[src/rtl/prog_loader_pkg.sv]
// Shared definitions for the instruction-memory loader.
//   - state_e      : loader FSM states
//   - ERR_*        : values reported on err_code
//   - *_DEF        : default geometry, frame header byte and idle limit
package prog_loader_pkg;

    localparam int         DEPTH_DEF   = 32;
    localparam int         AW_DEF      = 5;
    localparam logic [7:0] SYNC_DEF    = 8'hA5;
    localparam int         TIMEOUT_DEF = 255;

    typedef enum logic [2:0] {
        IDLE,
        LEN,
        ADDR,
        DATA,
        CSUM,
        RESP
    } state_e;

    localparam logic [1:0] ERR_NONE    = 2'd0;
    localparam logic [1:0] ERR_LEN     = 2'd1;
    localparam logic [1:0] ERR_CSUM    = 2'd2;
    localparam logic [1:0] ERR_TIMEOUT = 2'd3;

endpackage

[src/rtl/prog_loader_if.sv]
// Byte-stream input, instruction-memory write port and status of the loader.
//   master : stream source / consumer of status (drives in_valid, in_data)
//   slave  : the loader (drives in_ready, mem_*, busy, done, err_code)
interface prog_loader_if #(
    parameter int AW = 5
);
    logic          in_valid;
    logic [7:0]    in_data;
    logic          in_ready;
    logic          mem_we;
    logic [AW-1:0] mem_addr;
    logic [7:0]    mem_data;
    logic          busy;
    logic          done;
    logic [1:0]    err_code;

    modport master (
        output in_valid, in_data,
        input  in_ready, mem_we, mem_addr, mem_data, busy, done, err_code
    );

    modport slave (
        input  in_valid, in_data,
        output in_ready, mem_we, mem_addr, mem_data, busy, done, err_code
    );
endinterface

[src/rtl/prog_loader.sv]
// Loads framed byte streams into the accumulator core's instruction memory.
// Frame: SYNC, LEN, ADDR, LEN data bytes, CSUM (XOR of LEN, ADDR and data).
// Ports:
//   clk, rst : clock, synchronous active-high reset
//   bus      : prog_loader_if.slave
//              in_valid/in_data/in_ready  byte stream handshake
//              mem_we/mem_addr/mem_data   memory write port (1-cycle latency)
//              busy                       frame in progress, core holds
//              done                       1-cycle pulse at end of each frame
//              err_code                   0 ok, 1 length, 2 checksum, 3 timeout
module prog_loader
    import prog_loader_pkg::*;
#(
    parameter int         DEPTH   = DEPTH_DEF,
    parameter int         AW      = AW_DEF,
    parameter logic [7:0] SYNC    = SYNC_DEF,
    parameter int         TIMEOUT = TIMEOUT_DEF
) (
    input  logic         clk,
    input  logic         rst,
    prog_loader_if.slave bus
);

    localparam int              CW       = $clog2(DEPTH + 1);
    localparam int              TW       = $clog2(TIMEOUT + 1);
    localparam logic [8:0]      DEPTH_B  = 9'(DEPTH);
    localparam logic [TW-1:0]   TMO_LAST = TW'(TIMEOUT - 1);

    state_e        state_q, state_d;
    logic [AW-1:0] ptr_q;
    logic [CW-1:0] cnt_q;
    logic [7:0]    csum_q;
    logic [TW-1:0] tmo_q;
    logic [1:0]    err_q;
    logic          mem_we_q;
    logic [AW-1:0] mem_addr_q;
    logic [7:0]    mem_data_q;

    logic in_ready, busy, done;
    logic accept, framed, tmo_hit, is_sync, len_bad, last_data, csum_ok;

    assign accept    = bus.in_valid && in_ready;
    assign framed    = (state_q == LEN) || (state_q == ADDR) ||
                       (state_q == DATA) || (state_q == CSUM);
    // Counter holds the idle cycles seen so far; this idle cycle is the
    // TIMEOUT-th one when the count already stands at TIMEOUT-1.
    assign tmo_hit   = framed && !accept && (tmo_q == TMO_LAST);
    assign is_sync   = (bus.in_data == SYNC);
    assign len_bad   = (bus.in_data == 8'd0) || ({1'b0, bus.in_data} > DEPTH_B);
    assign last_data = (cnt_q == CW'(1));
    assign csum_ok   = (bus.in_data == csum_q);

    // ---------------- state register ----------------
    always_ff @(posedge clk) begin
        if (rst) state_q <= IDLE;
        else     state_q <= state_d;
    end

    // ---------------- next-state logic ----------------
    always_comb begin
        state_d = state_q;
        unique case (state_q)
            IDLE: if (accept && is_sync) state_d = LEN;
            LEN: begin
                if (accept)       state_d = len_bad ? RESP : ADDR;
                else if (tmo_hit) state_d = RESP;
            end
            ADDR: begin
                if (accept)       state_d = DATA;
                else if (tmo_hit) state_d = RESP;
            end
            DATA: begin
                if (accept)       state_d = last_data ? CSUM : DATA;
                else if (tmo_hit) state_d = RESP;
            end
            CSUM: if (accept || tmo_hit) state_d = RESP;
            RESP: state_d = IDLE;
            default: state_d = IDLE;
        endcase
    end

    // ---------------- state-decoded outputs ----------------
    always_comb begin
        in_ready = 1'b1;
        busy     = 1'b0;
        done     = 1'b0;
        if (state_q != IDLE) busy = 1'b1;
        if (state_q == RESP) begin
            in_ready = 1'b0;
            done     = 1'b1;
        end
    end

    // ---------------- datapath registers ----------------
    always_ff @(posedge clk) begin
        if (rst) begin
            ptr_q      <= '0;
            cnt_q      <= '0;
            csum_q     <= '0;
            tmo_q      <= '0;
            err_q      <= ERR_NONE;
            mem_we_q   <= 1'b0;
            mem_addr_q <= '0;
            mem_data_q <= '0;
        end else begin
            mem_we_q <= 1'b0;

            // Idle counter only runs inside a frame and restarts on every byte.
            if (framed && !accept) tmo_q <= tmo_q + 1'b1;
            else                   tmo_q <= '0;

            if (tmo_hit) err_q <= ERR_TIMEOUT;

            if (accept) begin
                unique case (state_q)
                    IDLE: if (is_sync) begin
                        csum_q <= '0;
                        err_q  <= ERR_NONE;
                    end
                    LEN: begin
                        csum_q <= csum_q ^ bus.in_data;
                        cnt_q  <= bus.in_data[CW-1:0];
                        if (len_bad) err_q <= ERR_LEN;
                    end
                    ADDR: begin
                        csum_q <= csum_q ^ bus.in_data;
                        ptr_q  <= bus.in_data[AW-1:0];
                    end
                    DATA: begin
                        csum_q     <= csum_q ^ bus.in_data;
                        cnt_q      <= cnt_q - 1'b1;
                        ptr_q      <= ptr_q + 1'b1;   // wraps modulo DEPTH
                        mem_we_q   <= 1'b1;
                        mem_addr_q <= ptr_q;
                        mem_data_q <= bus.in_data;
                    end
                    CSUM: if (!csum_ok) err_q <= ERR_CSUM;
                    default: ;
                endcase
            end
        end
    end

    assign bus.in_ready = in_ready;
    assign bus.busy     = busy;
    assign bus.done     = done;
    assign bus.err_code = err_q;
    assign bus.mem_we   = mem_we_q;
    assign bus.mem_addr = mem_addr_q;
    assign bus.mem_data = mem_data_q;

endmodule

[src/flat_wrapper.sv]
// flat-port wrapper written by rule: the top's interface ports become plain ports
module prog_loader_flat import prog_loader_pkg::*;
#(
    parameter int         DEPTH   = DEPTH_DEF,
    parameter int         AW      = AW_DEF,
    parameter logic [7:0] SYNC    = SYNC_DEF,
    parameter int         TIMEOUT = TIMEOUT_DEF
)
  (clk, rst, bus_in_valid, bus_in_data, bus_in_ready, bus_mem_we, bus_mem_addr, bus_mem_data, bus_busy, bus_done, bus_err_code);
  prog_loader_if #(.AW(AW)) bus_i ();
  input  logic clk;
  input  logic rst;
  input wire logic [$bits(bus_i.in_valid)-1:0] bus_in_valid;
  input wire logic [$bits(bus_i.in_data)-1:0] bus_in_data;
  output wire logic [$bits(bus_i.in_ready)-1:0] bus_in_ready;
  output wire logic [$bits(bus_i.mem_we)-1:0] bus_mem_we;
  output wire logic [$bits(bus_i.mem_addr)-1:0] bus_mem_addr;
  output wire logic [$bits(bus_i.mem_data)-1:0] bus_mem_data;
  output wire logic [$bits(bus_i.busy)-1:0] bus_busy;
  output wire logic [$bits(bus_i.done)-1:0] bus_done;
  output wire logic [$bits(bus_i.err_code)-1:0] bus_err_code;
  assign bus_i.in_valid = bus_in_valid;
  assign bus_i.in_data = bus_in_data;
  assign bus_in_ready = bus_i.in_ready;
  assign bus_mem_we = bus_i.mem_we;
  assign bus_mem_addr = bus_i.mem_addr;
  assign bus_mem_data = bus_i.mem_data;
  assign bus_busy = bus_i.busy;
  assign bus_done = bus_i.done;
  assign bus_err_code = bus_i.err_code;
  prog_loader #(.DEPTH(DEPTH), .AW(AW), .SYNC(SYNC), .TIMEOUT(TIMEOUT)) u_core (.clk(clk), .rst(rst), .bus(bus_i));
endmodule
[config.mk]
export PLATFORM = sky130hd
export DESIGN_NAME = prog_loader_flat
export DESIGN_NICKNAME = d
export VERILOG_FILES = /design/src/rtl/prog_loader_pkg.sv /design/src/rtl/prog_loader_if.sv /design/src/rtl/prog_loader.sv /design/src/flat_wrapper.sv
export SDC_FILE = /design/constraint.sdc
export NUM_CORES = 1
export LEC_CHECK = 0
export ABC_AREA = 1
export CAP_MARGIN = 5
export CORE_MARGIN = 3
export CORE_UTILIZATION = 40
export DETAILED_ROUTE_END_ITERATION = 16
export DONT_BUFFER_PORTS = 1
export PLACE_DENSITY = 0.6
export RECOVER_POWER = 100
export SYNTH_ARGS = -nofsm -noshare
export SYNTH_HDL_FRONTEND = slang
export SYNTH_SLANG_ARGS = --single-unit
[constraint.sdc]
create_clock -name clk -period 1.6 [get_ports clk]
set_clock_uncertainty 0.2 [all_clocks]
set_input_delay 0.32 -clock clk [delete_from_list [all_inputs] [get_ports clk]]
set_output_delay 0.32 -clock clk [all_outputs]
set_load 0.05 [all_outputs]
## Word-level counts from Yosys, hierarchy flattened

Index checks and enable logic that the tools add are counted.
W data, S select, Z words.

| word-level totals | value |
|---|---|
| bits in read-only memories | 0 |
| logic and storage cells | 75 |
| bits in registers | 46 |
| memories | 0 |
| bits in latches | 0 |
| RAM bits | 0 |
| output and inout port bits | 19 |
| input bits | 11 |

| cells by class | value |
|---|---|
| shift operators | 0 |
| bitwise gates (word level) | 3 |
| reductions and logical operators | 24 |
| multiply operators | 0 |
| multiplexer cells | 23 |
| div/mod/pow operators | 0 |
| $lt $le $gt $ge | 1 |
| equal/unequal tests | 12 |
| add/subtract/negate cells | 3 |

Operators by type and width:

| cell | number |
|---|---|
| $mux W3 | 8 |
| $eq A8 B8 Y1 const B | 2 |
| $pmux W8 S2 | 1 |
| $pmux W3 S5 | 1 |
| $pmux W6 S2 | 1 |
| $mux W2 | 5 |
| $pmux W5 S2 | 1 |
| $add A8 B1 Y8 const B | 1 |
| $eq A8 B8 Y1 | 1 |
| $gt A8 B6 Y1 const B | 1 |
| $logic_not A8 Y1 | 1 |
| $mux W8 | 1 |
| $reduce_and A2 Y1 | 4 |
| $xor A8 B8 Y8 | 1 |
| $eq A3 B2 Y1 const B | 2 |
| $eq A3 B3 Y1 const B | 2 |
| $eq A6 B1 Y1 const B | 1 |
| $pmux W2 S3 | 1 |
| $reduce_bool A2 Y1 | 3 |
| $sub A6 B1 Y6 const B | 1 |
| $add A5 B1 Y5 const B | 1 |
| $logic_or A1 B1 Y1 | 5 |
| $logic_and A1 B1 Y1 | 4 |
| $mux W1 | 4 |
| 10 further kinds | 13 |

## Depth between registers and ports, before layout

| logic depth | value |
|---|---|
| depth after elaboration | 10 |
| mapped depth | 10 |
| mapped depth without buffers | 10 |

## Worst setup path after synthesis

Ideal clock, no wire load.

| timing | value |
|---|---|
| kind | reg2out |
| start point | register u_core.state_q[2] |
| end point | output port bus_in_ready |
| slack | -0.712 ns |
| required time | 1.080 ns |
| arrival time | 1.792 ns |
| cell stages (with the launch flop) | 4 |
| buffers on the path | 0 |
| cell sequence | dfxtp_1 > nand2_2 > nor2_1 > inv_1 |

| on the way | value |
|---|---|
| word-level cells in the longest chain between the ends | 2 |

Ends and longest elaborated chain:

| what | line | source |
|---|---|---|
| from (decl) | prog_loader.sv:29 | `state_e state_q, state_d;` |
| from (signal assigned) | prog_loader.sv:56 | `else state_q <= state_d;` |
| $eq A3 B3 Y1 | prog_loader.sv:88 | `if (state_q == RESP) begin` |
| $mux W1 | prog_loader.sv:88 |  |
| to (decl) | flat_wrapper.sv:15 | `output wire logic [$bits(bus_i.in_ready)-1:0] bus_in_ready;` |

No other way between the ends.

## Worst setup path after layout

Ends and elaborated chain as after synthesis.

==> impl_metrics.json <==
{
  "layout_setup_ws_ns": -0.09104,
  "hold_viol_final": 24,
  "outcome": "finished, violations left",
  "dpl.hpwl_mm": 3.901,
  "grt_max_degree": 25,
  "coreArea_um2": 5675,
  "vias": 2223,
  "clock_latency_ns": 0.30,
  "worstSetupStartpointType": "flip-flop",
  "cts_buffer_depth": 2,
  "syn-num-nets": 361,
  "crit_path_end_kind": "primary output",
  "postRouteAntennaNets": 0,
  "cp.arrival_ns": 1.17,
  "row_count": 27,
  "maxCapViolCount": 0,
  "worst_ir_drop_vdd_v": 0.0006836,
  "numCtsBuffers": 5,
  "grt_overflow": 0,
  "start_util": 0.4255,
  "p_leak_nw": 1.272,
  "areaGrowthSynthToFinish_pct": 24.25,
  "ys.flop_type": "dfxtp_1",
  "root_buffer": "clkbuf_8",
  "track_usage": 0.1566,
  "fp.dieH_um": 83.70,
  "drt_iter0_markers": 97,
  "tightest_slew_ns": 0.5205,
  "io_pins": 30,
  "cp.required_ns": 1.08,
  "reg2reg_depth": 9,
  "fp.dieArea_um2": 7006,
  "cp_max_fo": 3,
  "antenna_cells": 0,
  "relSlewSlack": 0.6525,
  "rsz0062_at_grt": "yes",
  "max_freq_mhz": 591.4,
  "yosysWarnings": 0,
  "layout_min_cycle_time_ns": 1.691,
  "grt_first_pass_wirelength_mm": 9.142,
  "post-route-drc-count": 0,
  "synth_most_common_cell": "nand2_1",
  "syn_inst": 345,
  "syn_area_um2": 2415,
  "die_w_um": 83.70,
  "syn_avg_cell_area_um2": 6.999,
  "hold_ws_ns": -0.1325,
  "violations": "negative hold slack, negative setup slack",
  "dp_cells": 418,
  "gp_congestion": 0.8702,
  "clk_pin_slew_ns": 0.09,
  "firstDrtPassIters": 4,
  "wirelength_mm": 5.938,
  "ys_types": 34,
  "r2r_setup_slack_ns": -0.02,
  "wl_per_cell_um": 13.37,
  "antenna_found_initial": 0,
  "drive_above_1_share": 0.2204,
  "power_density_nw_per_um2": 780.1,
  "slew_viol_final": 0,
  "ys_top_cells_by_area": "dfxtp_1 38%, nand2_1 12%, nand3_1 6.6%, nor2_1 6.1%, a21oi_1 5.6%",
  "worstHoldPathCells": 1,
  "combPwrFrac": 0.050,
  "min_path_type": "in2reg",
  "portBuffers": 0,
  "internal-power_mw": 1.858,
  "synth_common_cells": "76 x nand2_1, 46 x dfxtp_1, 39 x nor2_1, 34 x inv_1, 32 x nand3_1",
  "switching_share": 0.2060,
  "clock_sinks": 46,
  "ys_seq_elements": 46,
  "routed_via_density": 5.007,
  "cts_tree": "done",
  "path_class": "reg2out",
  "htree_levels": 2,
  "finalSetupViolCount": 5,
  "p_sw_mw": 0.4823,
  "fin_crit_sh": 1.057,
  "synth_edf_count": 0,
  "grt_pass1_vias": 1956,
  "fin_nets": 387,
  "clock_power_share": 0.458,
  "fin_util": 0.5287,
  "async_flop_share": 0,
  "stdcell_count": 444,
  "seq_area_frac_synth": 0.3813,
  "yosysTopAreaCell": "dfxtp_1",
  "seqPwrFrac": 0.492,
  "netlist.area_leader.share": 0.3813
}
[logic make-up after synthesis]
logic type	after synthesis	synth area share
adders and majority gates	5	0.02591
and+or+nand+nor	164	0.2979
AOI/OAI and AO/OA	66	0.1580
DFF	46	0.3813
buffers and inverters	52	0.09326
xor gates and xnor gates	12	0.04352
[power groups by stage]
stage                     clock [mW]  sequential (mW)  combinational, mW
after floorplan                    0             1.18             0.0900
after global placement             0             1.18             0.0974
after detailed placement           0             1.18             0.0965
after CTS                       1.09             1.15              0.104
after global routing            1.13             1.15              0.131
final                           1.07             1.15              0.117
[state kept, by name, indices dropped and copies added (netlist names)]
signal               flops
u_core.bus.mem_we        1
u_core.ptr_q             5
u_core.tmo_q             8
u_core.csum_q            8
u_core.bus.mem_addr      5
u_core.bus.mem_data      8
u_core.state_q           3
u_core.bus.err_code      2
u_core.cnt_q             6
[through the flow]
| stage | setup WS (ns) | power (mW) | cell area [µm²] | TNS (ns) |
|---|---|---|---|---|
| global route | -0.1438 | 2.412 | 3000 | -0.9379 |
| finish | -0.09104 | 2.340 | 3000 | -0.2253 |
| floorplan | -0.08450 | 1.269 | 2441 | -0.5291 |
| global placement | 0.03847 | 1.277 | 2545 | 0 |
| CTS | -0.08993 | 2.344 | 2784 | -0.1905 |
| detailed placement | 0.03918 | 1.277 | 2545 | 0 |
[layer usage]
layer / GRT usage / part of all wire
met4: 0.04094 / 0.0086
met2: 0.2487 / 0.47
met3: 0.03356 / 0.063
met1: 0.2153 / 0.46
met5: 0 / 0
[path summary, 6_finish.rpt]
| path | startpoint | endpoint |
|---|---|---|
| hold / removal | rst | u_core.state_q[2] |
| hold reg to reg | u_core.csum_q[4] | u_core.csum_q[4] |
| setup reg to reg | u_core.state_q[1] | u_core.state_q[0] |
| setup / recovery | u_core.state_q[2] | bus_in_ready |
[repair_timing]
item | in CTS | in global routing
gates cloned | 0 | 1
buffers inserted | 6 | 9
gates resized for setup | 12 | 40
endpoints found under the hold margin | 25 | 24
hold buffers | 1 | 1
pin swaps | 1 | 13
endpoints found under the setup margin | 3 | 37
[final cells by class]
type | instances | area, µm²
inverter | 43 | 175.2
clock buffer | 6 | 82.58
multi-input combinational | 248 | 1406
fill | 540 | 2675
clock inverter | 2 | 60.06
tap | 72 | 90.09
sequential | 46 | 929.6
timing repair buffer | 27 | 256.5
[critical path: stages (launching register included)]
cell and delay (ns):
dfxtp_4 0.39, nand2_4 0.07, nor2_4 0.15, clkinvlp_4 0.11, buf_8 0.15
[cells in the final DEF, fill, tap and decap left out, types with 5 or more instances in the layout]
cell type	netlist	layout
xnor2_1	11	11
inv_1	34	32
nor2_1	39	32
nor2_4	1	6
nand2_1	76	70
clkbuf_8	0	6
a21oi_1	27	23
nor2_2	3	6
buf_4	1	15
nand2_2	5	5
buf_6	3	7
dfxtp_1	46	43
o21ai_1	5	7
inv_2	8	6
o21ai_0	19	15
nand3_1	32	32
nand2_4	1	7
ha_1	5	5
No activity file was read; power rests on OpenSTA's default activity.
